`src/rtl/rv32_pkg.sv`:
```
// Shared RV32I decode constants, ALU opsel encodings and the issue-stage decoder.
// The ALU_OP_* values are the ALU's own opsel map and must stay in lock-step with it.
package rv32_pkg;

    localparam int XLEN = 32;

    localparam logic [6:0] OPC_OP    = 7'b0110011;
    localparam logic [6:0] OPC_OPIMM = 7'b0010011;
    localparam logic [6:0] OPC_LUI   = 7'b0110111;
    localparam logic [6:0] OPC_AUIPC = 7'b0010111;

    localparam logic [2:0] F3_ADD  = 3'b000;
    localparam logic [2:0] F3_SLT  = 3'b010;
    localparam logic [2:0] F3_SLTU = 3'b011;
    localparam logic [2:0] F3_XOR  = 3'b100;
    localparam logic [2:0] F3_OR   = 3'b110;
    localparam logic [2:0] F3_AND  = 3'b111;

    localparam logic [6:0] F7_BASE = 7'b0000000;
    localparam logic [6:0] F7_ALT  = 7'b0100000;

    localparam logic [3:0] ALU_OP_ADD   = 4'd0;
    localparam logic [3:0] ALU_OP_SUB   = 4'd1;
    localparam logic [3:0] ALU_OP_AND   = 4'd2;
    localparam logic [3:0] ALU_OP_OR    = 4'd3;
    localparam logic [3:0] ALU_OP_XOR   = 4'd4;
    localparam logic [3:0] ALU_OP_SLT   = 4'd5;
    localparam logic [3:0] ALU_OP_SLTU  = 4'd6;
    localparam logic [3:0] ALU_OP_ADDI  = 4'd7;
    localparam logic [3:0] ALU_OP_ANDI  = 4'd9;
    localparam logic [3:0] ALU_OP_ORI   = 4'd10;
    localparam logic [3:0] ALU_OP_XORI  = 4'd11;
    localparam logic [3:0] ALU_OP_SLTI  = 4'd12;
    localparam logic [3:0] ALU_OP_SLTIU = 4'd13;
    localparam logic [3:0] ALU_OP_LUI   = 4'd14;
    localparam logic [3:0] ALU_OP_AUIPC = 4'd15;

    typedef struct packed {
        logic       legal;
        logic [3:0] opsel;
        logic       use_rs1;
        logic       use_rs2;
    } dec_t;

    // Register-use flags are only raised for legal instructions so garbage never stalls.
    function automatic dec_t decode(input logic [31:0] instr);
        dec_t       d;
        logic [2:0] f3;
        logic [6:0] f7;
        f3 = instr[14:12];
        f7 = instr[31:25];
        d  = '0;
        case (instr[6:0])
            OPC_OP: begin
                if (f7 == F7_BASE) begin
                    d.legal = 1'b1;
                    case (f3)
                        F3_ADD:  d.opsel = ALU_OP_ADD;
                        F3_AND:  d.opsel = ALU_OP_AND;
                        F3_OR:   d.opsel = ALU_OP_OR;
                        F3_XOR:  d.opsel = ALU_OP_XOR;
                        F3_SLT:  d.opsel = ALU_OP_SLT;
                        F3_SLTU: d.opsel = ALU_OP_SLTU;
                        default: d.legal = 1'b0;
                    endcase
                end else if (f7 == F7_ALT && f3 == F3_ADD) begin
                    d.legal = 1'b1;
                    d.opsel = ALU_OP_SUB;
                end
                d.use_rs1 = d.legal;
                d.use_rs2 = d.legal;
            end
            OPC_OPIMM: begin
                d.legal = 1'b1;
                case (f3)
                    F3_ADD:  d.opsel = ALU_OP_ADDI;
                    F3_AND:  d.opsel = ALU_OP_ANDI;
                    F3_OR:   d.opsel = ALU_OP_ORI;
                    F3_XOR:  d.opsel = ALU_OP_XORI;
                    F3_SLT:  d.opsel = ALU_OP_SLTI;
                    F3_SLTU: d.opsel = ALU_OP_SLTIU;
                    default: d.legal = 1'b0;
                endcase
                d.use_rs1 = d.legal;
            end
            OPC_LUI: begin
                d.legal = 1'b1;
                d.opsel = ALU_OP_LUI;
            end
            OPC_AUIPC: begin
                d.legal = 1'b1;
                d.opsel = ALU_OP_AUIPC;
            end
            default: d = '0;
        endcase
        return d;
    endfunction

endpackage

```
`src/rtl/rv32_regfile.sv`:
```
// Architectural register file: two async read ports, one sync write port, x0 reads zero.
// A write and a read of the same register in one cycle return the value being written.
module rv32_regfile #(
    parameter int XLEN = 32,
    parameter int NREG = 32
) (
    input  logic            clk,
    input  logic            rst,
    input  logic            i_we,
    input  logic [4:0]      i_waddr,
    input  logic [XLEN-1:0] i_wdata,
    input  logic [4:0]      i_raddr1,
    input  logic [4:0]      i_raddr2,
    output logic [XLEN-1:0] o_rdata1,
    output logic [XLEN-1:0] o_rdata2
);

    logic [XLEN-1:0] r_mem [NREG];

    always_ff @(posedge clk or posedge rst) begin
        if (rst) begin
            for (int i = 0; i < NREG; i++) r_mem[i] <= '0;
        end else if (i_we && i_waddr != 5'd0) begin
            r_mem[i_waddr] <= i_wdata;
        end
    end

    assign o_rdata1 = (i_raddr1 == 5'd0) ? '0 :
                      (i_we && i_waddr == i_raddr1) ? i_wdata : r_mem[i_raddr1];
    assign o_rdata2 = (i_raddr2 == 5'd0) ? '0 :
                      (i_we && i_waddr == i_raddr2) ? i_wdata : r_mem[i_raddr2];

endmodule

```
`src/rtl/rv32_alu_issue.sv`:
```
// Decode/issue stage in front of the RV32 ALU: decodes, reads operands, issues a registered
// bundle and writes the ALU's registered result back two cycles after acceptance.
module rv32_alu_issue #(
    parameter int XLEN   = 32,
    parameter int NREG   = 32,
    parameter int BYPASS = 1
) (
    input  logic            clk,
    input  logic            rst,
    input  logic            instr_valid,
    output logic            instr_ready,
    input  logic [31:0]     instr,
    input  logic [XLEN-1:0] instr_pc,
    output logic            alu_enable,
    output logic [3:0]      alu_opsel,
    output logic [XLEN-1:0] alu_s1,
    output logic [XLEN-1:0] alu_s2,
    output logic [31:0]     alu_code_bus,
    output logic [XLEN-1:0] alu_pc,
    input  logic [XLEN-1:0] alu_result,
    output logic            illegal_instr,
    output logic            wb_valid,
    output logic [4:0]      wb_rd
);
    import rv32_pkg::*;

    dec_t            w_dec;
    logic [4:0]      w_rs1, w_rs2;
    logic [XLEN-1:0] w_rdata1, w_rdata2;
    logic            w_we, w_haz_d, w_haz_w, w_stall, w_xfer, w_issue;

    logic            r_rdy, r_vld_p1, r_ill_p1, r_vld_p2;
    logic [4:0]      r_rd_p1, r_rd_p2;
    logic [3:0]      r_op_p1;
    logic [XLEN-1:0] r_s1_p1, r_s2_p1, r_pc_p1;
    logic [31:0]     r_code_p1;

    function automatic logic hit(input logic use_rs, input logic [4:0] rs,
                                 input logic vld, input logic [4:0] rd);
        return use_rs && vld && (rd != 5'd0) && (rd == rs);
    endfunction

    assign w_dec = decode(instr);
    assign w_rs1 = instr[19:15];
    assign w_rs2 = instr[24:20];

    assign w_haz_d = hit(w_dec.use_rs1, w_rs1, r_vld_p1, r_rd_p1) |
                     hit(w_dec.use_rs2, w_rs2, r_vld_p1, r_rd_p1);
    assign w_haz_w = hit(w_dec.use_rs1, w_rs1, r_vld_p2, r_rd_p2) |
                     hit(w_dec.use_rs2, w_rs2, r_vld_p2, r_rd_p2);
    // W-stage forwarding comes from the regfile's write-through path; without BYPASS we wait it out.
    assign w_stall = (BYPASS == 0) ? (w_haz_d | w_haz_w) : w_haz_d;

    assign instr_ready = r_rdy & ~w_stall;
    assign w_xfer      = instr_valid & instr_ready;
    assign w_issue     = w_xfer & w_dec.legal;
    assign w_we        = r_vld_p2 & (r_rd_p2 != 5'd0);

    rv32_regfile #(.XLEN(XLEN), .NREG(NREG)) u_rf (
        .clk      (clk),
        .rst      (rst),
        .i_we     (w_we),
        .i_waddr  (r_rd_p2),
        .i_wdata  (alu_result),
        .i_raddr1 (w_rs1),
        .i_raddr2 (w_rs2),
        .o_rdata1 (w_rdata1),
        .o_rdata2 (w_rdata2)
    );

    // p1: issue (D) stage, p2: write-back (W) stage
    always_ff @(posedge clk or posedge rst) begin
        if (rst) begin
            r_rdy    <= 1'b0;
            r_vld_p1 <= 1'b0;
            r_ill_p1 <= 1'b0;
            r_rd_p1  <= '0;
            r_vld_p2 <= 1'b0;
            r_rd_p2  <= '0;
        end else begin
            r_rdy    <= 1'b1;
            r_vld_p1 <= w_issue;
            r_ill_p1 <= w_xfer & ~w_dec.legal;
            if (w_issue) r_rd_p1 <= instr[11:7];
            r_vld_p2 <= r_vld_p1;
            r_rd_p2  <= r_rd_p1;
        end
    end

    // Bundle holds its last value between issues; the ALU only looks at it under enable.
    always_ff @(posedge clk or posedge rst) begin
        if (rst) begin
            r_op_p1   <= '0;
            r_s1_p1   <= '0;
            r_s2_p1   <= '0;
            r_code_p1 <= '0;
            r_pc_p1   <= '0;
        end else if (w_issue) begin
            r_op_p1   <= w_dec.opsel;
            r_s1_p1   <= w_dec.use_rs1 ? w_rdata1 : '0;
            r_s2_p1   <= w_dec.use_rs2 ? w_rdata2 : '0;
            r_code_p1 <= instr;
            r_pc_p1   <= instr_pc;
        end
    end

    assign alu_enable    = r_vld_p1;
    assign alu_opsel     = r_op_p1;
    assign alu_s1        = r_s1_p1;
    assign alu_s2        = r_s2_p1;
    assign alu_code_bus  = r_code_p1;
    assign alu_pc        = r_pc_p1;
    assign illegal_instr = r_ill_p1;
    assign wb_valid      = w_we;
    assign wb_rd         = r_rd_p2;

endmodule
```
`config.mk`:
```
export PLATFORM = sky130hd
export DESIGN_NAME = rv32_alu_issue
export DESIGN_NICKNAME = d
export VERILOG_FILES = /design/src/rtl/rv32_pkg.sv /design/src/rtl/rv32_regfile.sv /design/src/rtl/rv32_alu_issue.sv
export SDC_FILE = /design/constraint.sdc
export NUM_CORES = 2
export LEC_CHECK = 0
export CAP_MARGIN = 10
export CORE_ASPECT_RATIO = 1.5
export CORE_UTILIZATION = 50
export DETAILED_ROUTE_END_ITERATION = 8
export HOLD_SLACK_MARGIN = 0.06
export PLACE_DENSITY_LB_ADDON = 0.1
export RECOVER_POWER = 25
export SLEW_MARGIN = 40
export SYNTH_ARGS = -nofsm -noshare
export SYNTH_HDL_FRONTEND = slang
export SYNTH_HIERARCHICAL = 1
export SYNTH_SLANG_ARGS = --single-unit
```
`constraint.sdc`:
```
create_clock -name clk -period 68.5 [get_ports clk]
set_input_delay 13.7 -clock clk [delete_from_list [all_inputs] [get_ports clk]]
set_output_delay 13.7 -clock clk [all_outputs]
set_load 0.01 [all_outputs]
```
# == Word-level counts from Yosys, hierarchy flattened ==
# Cells that the tools add are included.
# word_totals
word_cells,113
output_inout_bits,141
rom_bits,0
ramBits,0
reg_bits,1170
latchBits,0
n_memories,0
# classes
n_reduce_logical,18
n_eq_ne,14
n_shift,0
mux,23
n_bitwise,11
n_addsub,0
div,0
multipliers,0
order_cmp,4
# op_table
cell,n
$bwmux 1024,1
$mux 32,11
$bmux 32 s5,2
$demux 32 s5,1
$pmux 4 s6,1
$eq 7x6->1 const B,3
$eq 5x5->1,4
$pmux 5 s4,1
$ge 6x6->1 const B,3
$not 5->6,3
$pmux 3 s5,1
$eq 7x5->1 const B,2
$logic_and 1x1->1,11
$logic_not 5->1,2
$mux 5,2
$reduce_bool 5->1,2
$eq 3x3->1 const B,3
$logic_not 7->1,1
$eq 3x2->1 const B,2
$lt 6x1->1 const B,1
$reduce_or 6->1,1
$and 1x1->1,5
$logic_not 3->1,1
$mux 1,2
3 further kinds,4

# == Logic depth before layout (Yosys ltp) ==
# logic_depth
ltp_word,13
mapped_depth,11

# == Cells and area by module ==
# The synthesis kept the hierarchy.
# modules_own_cells
mod,area_each_um2,instances,cells_each
rv32_regfile,55150.4,1,3814
rv32_alu_issue,5726.7,1,433

# == Least setup slack after synthesis ==
# OpenSTA, ideal clock, no wires.
# synth_path
path_type,in2out
from,input port instr[13]
to,output port instr_ready
path_slack_ns,39.792
t_required_ns,54.800
path_stages,7
arrival_time_ns,15.008
path_cell_list,buf_4 nor2b_1 or4b_4 a211o_1 nand2b_1 nand2_1 a21oi_1
# synth_between
elab_chain_len,11
# synth_rtl
item,line_no,source
from (decl),rv32_alu_issue.sv:12,"input logic [31:0] instr,"
$eq 3x2->1 (tied with other cells),"rv32_pkg.sv:57, rv32_pkg.sv:75",
$reduce_or 6->1 (no line) / $logic_and 1x1->1 (equally long branches),-,
$mux 1 / $mux 5 (equally long branches),"rv32_pkg.sv:57, rv32_pkg.sv:75, rv32_pkg.sv:66",
$mux 5,rv32_pkg.sv:55,if (f7 == F7_BASE) begin
$pmux 1 s2 / $mux 1 (equally long branches),rv32_pkg.sv:53,case (instr[6:0])
$logic_and 1x1->1 (3 in series),rv32_alu_issue.sv:40,return use_rs && vld && (rd != 5'd0) && (rd == rs);
$or 1x1->1 (*),rv32_alu_issue.sv:47,"assign w_haz_d = hit(w_dec.use_rs1, w_rs1, r_vld_p1, r_rd_p1) |"
$not 1->1 (*),rv32_alu_issue.sv:54,assign instr_ready = r_rdy & ~w_stall;
$and 1x1->1 (*),rv32_alu_issue.sv:54,
to (decl),rv32_alu_issue.sv:11,"output logic instr_ready,"
# Mark *: on every way between the ends. The rest lies on a longest branch, timed or not.

# == Worst setup path in the final report ==
# layout_path
from,input port instr[4]
to,output port instr_ready
# layout_between
elab_chain_len,8
# layout_rtl
item,line_no
$eq 7x5->1 / $eq 7x6->1 (equally long branches),rv32_pkg.sv:53
$pmux 1 s2 / $mux 1 (equally long branches),rv32_pkg.sv:53
$logic_and 1x1->1 (3 in series),rv32_alu_issue.sv:40
$or 1x1->1 (*),rv32_alu_issue.sv:47
$not 1->1 (*),rv32_alu_issue.sv:54
$and 1x1->1 (*),rv32_alu_issue.sv:54
# Marks and branches as above.

==> impl_metrics.py <==
metrics = {
    "outcome": {
        "status": "finished, violations left",
        "violations": "max-capacitance violations, max-slew violations",
    },
    "global_routing": {
        "grt_pass1_wl_microns": 304000,
        "antenna_found_initial": 8,
        "grt_start_max_net_pins": 157,
        "use_met3": 0.0492,
        "overflow": 0,
        "grt.met2_usage": 0.565,
        "grtUsageTotal": 0.342,
        "grt_busiest_layer": "met2",
        "grtUsageMet1": 0.449,
        "grt_pass1_vias": 41500,
    },
    "synthesis": {
        "syn-num-nets": 4346,
        "syn_avg_cell_area_sq_um": 14.3,
        "synth_area_leaders": "dfrtp_1 48%, mux2_2 19%, mux4_2 14%, mux2i_1 4.4%, clkbuf_1 1.3%",
        "synth_top_area_share": 0.479,
        "ys.warnings.count": 6,
        "post_synth_num_cell_types": 70,
        "synthFlopType": "dfrtp_1",
        "synth.largest_area_cell": "dfrtp_1",
        "yosysSeqAreaShare": 0.479,
        "syn_area_sq_mm": 0.0609,
        "synth_edf_count": 0,
        "async_reset_ff_frac": 1.00,
        "synthesis.instances": 4247,
        "synth-seq-cells": 1165,
    },
    "timing": {
        "tightestPinTransition_ns": 1.55,
        "fin_tns_setup_ns": 0,
        "holdWs_ns": 0.395,
        "finalHoldViolations": 0,
        "fmax_ghz": 0.0330,
        "drv_slew": 68,
        "finalSetupViolCount": 0,
        "period_needed_ns": 30.29,
        "rsz0062_at_grt": "false",
        "fin_crit_sh": 0.442,
        "maxSlewHeadroom": -0.0325,
        "clock_skew_ns": 0.0212,
    },
    "clock_network": {
        "cts-root-buf": "clkbuf_16",
        "cts.sinks": 1165,
        "cts_tree": "yes",
        "cts_setup_buffers": 0,
        "clockBufferDepth": 3,
        "clk_latency_ns": 0.74,
        "cts_resized": 0,
        "h-tree-depth": 3,
        "cts_made_buffers": 114,
        "clk_pin_slew_ns": 0.06,
        "holdBufCountCts": 0,
    },
    "final_layout": {
        "syn2layout_area_growth_pct": 12.8,
        "layout.nets": 4378,
        "layout-drive-gt1-share": 0.419,
    },
    "floorplan": {
        "die-width_microns": 287,
        "core.rowCount": 156,
        "die_area_sq_mm": 0.123,
        "initial_core_util": 0.505,
        "core_sq_mm": 0.121,
        "dieHeight_microns": 429,
        "io_pins": 240,
    },
    "worst_setup_path": {
        "slowest_delay_ns": 0.60,
        "cp_slowest_cell": "nor3_1",
        "crit_type": "in -> out",
        "startpoint_type": "input pin",
        "worst_ep_arrival_time_ns": 16.59,
        "crit_top_cell": "clkdlybuf4s50_1",
        "crit_fanout": 34,
        "critPathTopFamily": "buffers and inverters",
        "path_buf_inv": 3,
        "endpoint_kind": "output pin",
        "cp_cell_sequence": "clkdlybuf4s50_1 > nand3_1 > nor3_1 > and4_2 > buf_4 > a21oi_1 > clkdlybuf4s50_1",
        "critPathRequiredTime_ns": 54.80,
    },
    "place": {
        "portBuffers": 239,
        "dpl.hpwl_microns": 119000,
        "routabilityCongestion": 0.838,
    },
    "route": {
        "vias": 40500,
        "drcViolationCount": 0,
        "routed_wl_microns": 209000,
        "wl_per_cell_microns": 35.0,
        "first_pass_iters": 7,
        "ant_nets": 0,
        "via_per_inst": 6.79,
        "dr.first_iter.drc_count": 3705,
    },
    "power_and_ir_drop": {
        "vdd_drop_max_v": 0.0000186,
        "power_density_mw_per_mm2": 23.1,
        "leakagePower_nw": 29.9,
    },
    "min_path": {
        "hold_class": "reg -> reg",
    },
    "flow_run": {
        "max-cap-violations": 2,
    },
}
[flip-flops by register name, summed over array words and instances, names as in the netlist]
register / cells
wb_rd: 5
r_rdy: 1
u_rf/r_mem: 1024
r_vld_p2: 1
alu_pc: 32
illegal_instr: 1
r_rd_p1: 4
alu_enable: 1
alu_opsel: 4
alu_s1: 32
alu_s2: 32
alu_code_bus: 28
[layer usage]
layer / share of wire / wire [microns]
met1: 0.39 / 82300
met2: 0.50 / 104000
met3: 0.063 / 13100
met4: 0.045 / 9400
met5: 0.00020 / 41
[power by group]
| group | internal (mW) | leakage (nW) | switching (mW) |
|---|---|---|---|
| clock | 0.396 | 2.00 | 0.287 |
| combinational | 0.0775 | 12.9 | 0.0980 |
| sequential | 0.711 | 15.0 | 0.0177 |
[area by class of cell]
type / count / area (sq um)
Fill cell: 9771 / 52000
Multi-Input combinational cell: 2582 / 29700
Sequential cell: 1165 / 29200
Timing Repair Buffer: 374 / 3590
Clock buffer: 159 / 3330
Tap cell: 1580 / 1980
Clock inverter: 55 / 714
Inverter: 42 / 176
Antenna cell: 3 / 7.51
[cell usage after synthesis (all sizes together) (13+ instances only)]
master and n:
nor3 53, buf 246, nand2b 13, o221ai 47
inv 41, nor2b 13, mux2i 265, a22oi 63
mux4 397, o22ai 68, and3 20, clkbuf 212
o21ai 68, mux2 1112, dfrtp 1165, nand2 107
a31oi 20, a22o 42, a211oi 39, a21oi 33
a32o 33, nor2 77
[path summary, 6_finish.rpt]
| kind | endpoint | cells past startpoint | from | slack (ns) |
|---|---|---|---|---|
| min in group asynchronous | u_rf/r_mem[960] | 2 | rst | 13.58 |
| max in group asynchronous | u_rf/r_mem[781] | 6 | rst | 52.23 |
| worst min register to register | u_rf/r_mem[1009] | 0 | u_rf/r_mem[1009] | 0.40 |
| worst max register to register | u_rf/r_mem[968] | 7 | wb_rd[3] | 64.51 |
| worst max-delay path | instr_ready | 7 | instr[4] | 38.21 |
| worst min-delay path | u_rf/r_mem[1009] | 0 | u_rf/r_mem[1009] | 0.40 |
[kinds of logic after synthesis]
family	synth area share
buffers and inverters	0.0395
AND/OR/NAND/NOR	0.0270
flip-flops	0.479
XOR/XNOR	0.00288
multiplexers	0.397
other	0.0000616
AO/OA/AOI/OAI	0.0545
[stage by stage]
step / util / std cells / power, mW / area [sq um] / setup slack (ns)
after floorplan: - / 4247 / 0.846 / 60900 / 25.98
after global placement: 0.533 / 5731 / 0.913 / 64300 / 38.30
after detailed placement: 0.536 / 5741 / 0.917 / 64600 / 38.26
after CTS: 0.569 / 5955 / 1.60 / 68700 / 38.22
after global routing: 0.569 / 5958 / 1.64 / 68600 / 38.10
final: 0.569 / 5960 / 1.59 / 68700 / 38.21
[cell usage in the layout, fill, tap and decap left out, drive strengths merged, types with 39 or more instances in the layout]
cell and instances:
mux2i 265, nor2 77, inv 43, o22ai 68, dfrtp 1165, nor3 53, o221ai 47, o21ai 68
nand2 107, a211oi 39, a22o 42, a22oi 63, clkdlybuf4s50 203, clkbuf 187, buf 120, mux2 1112
mux4 397
Note: power is estimated with default switching activity, not from simulation.
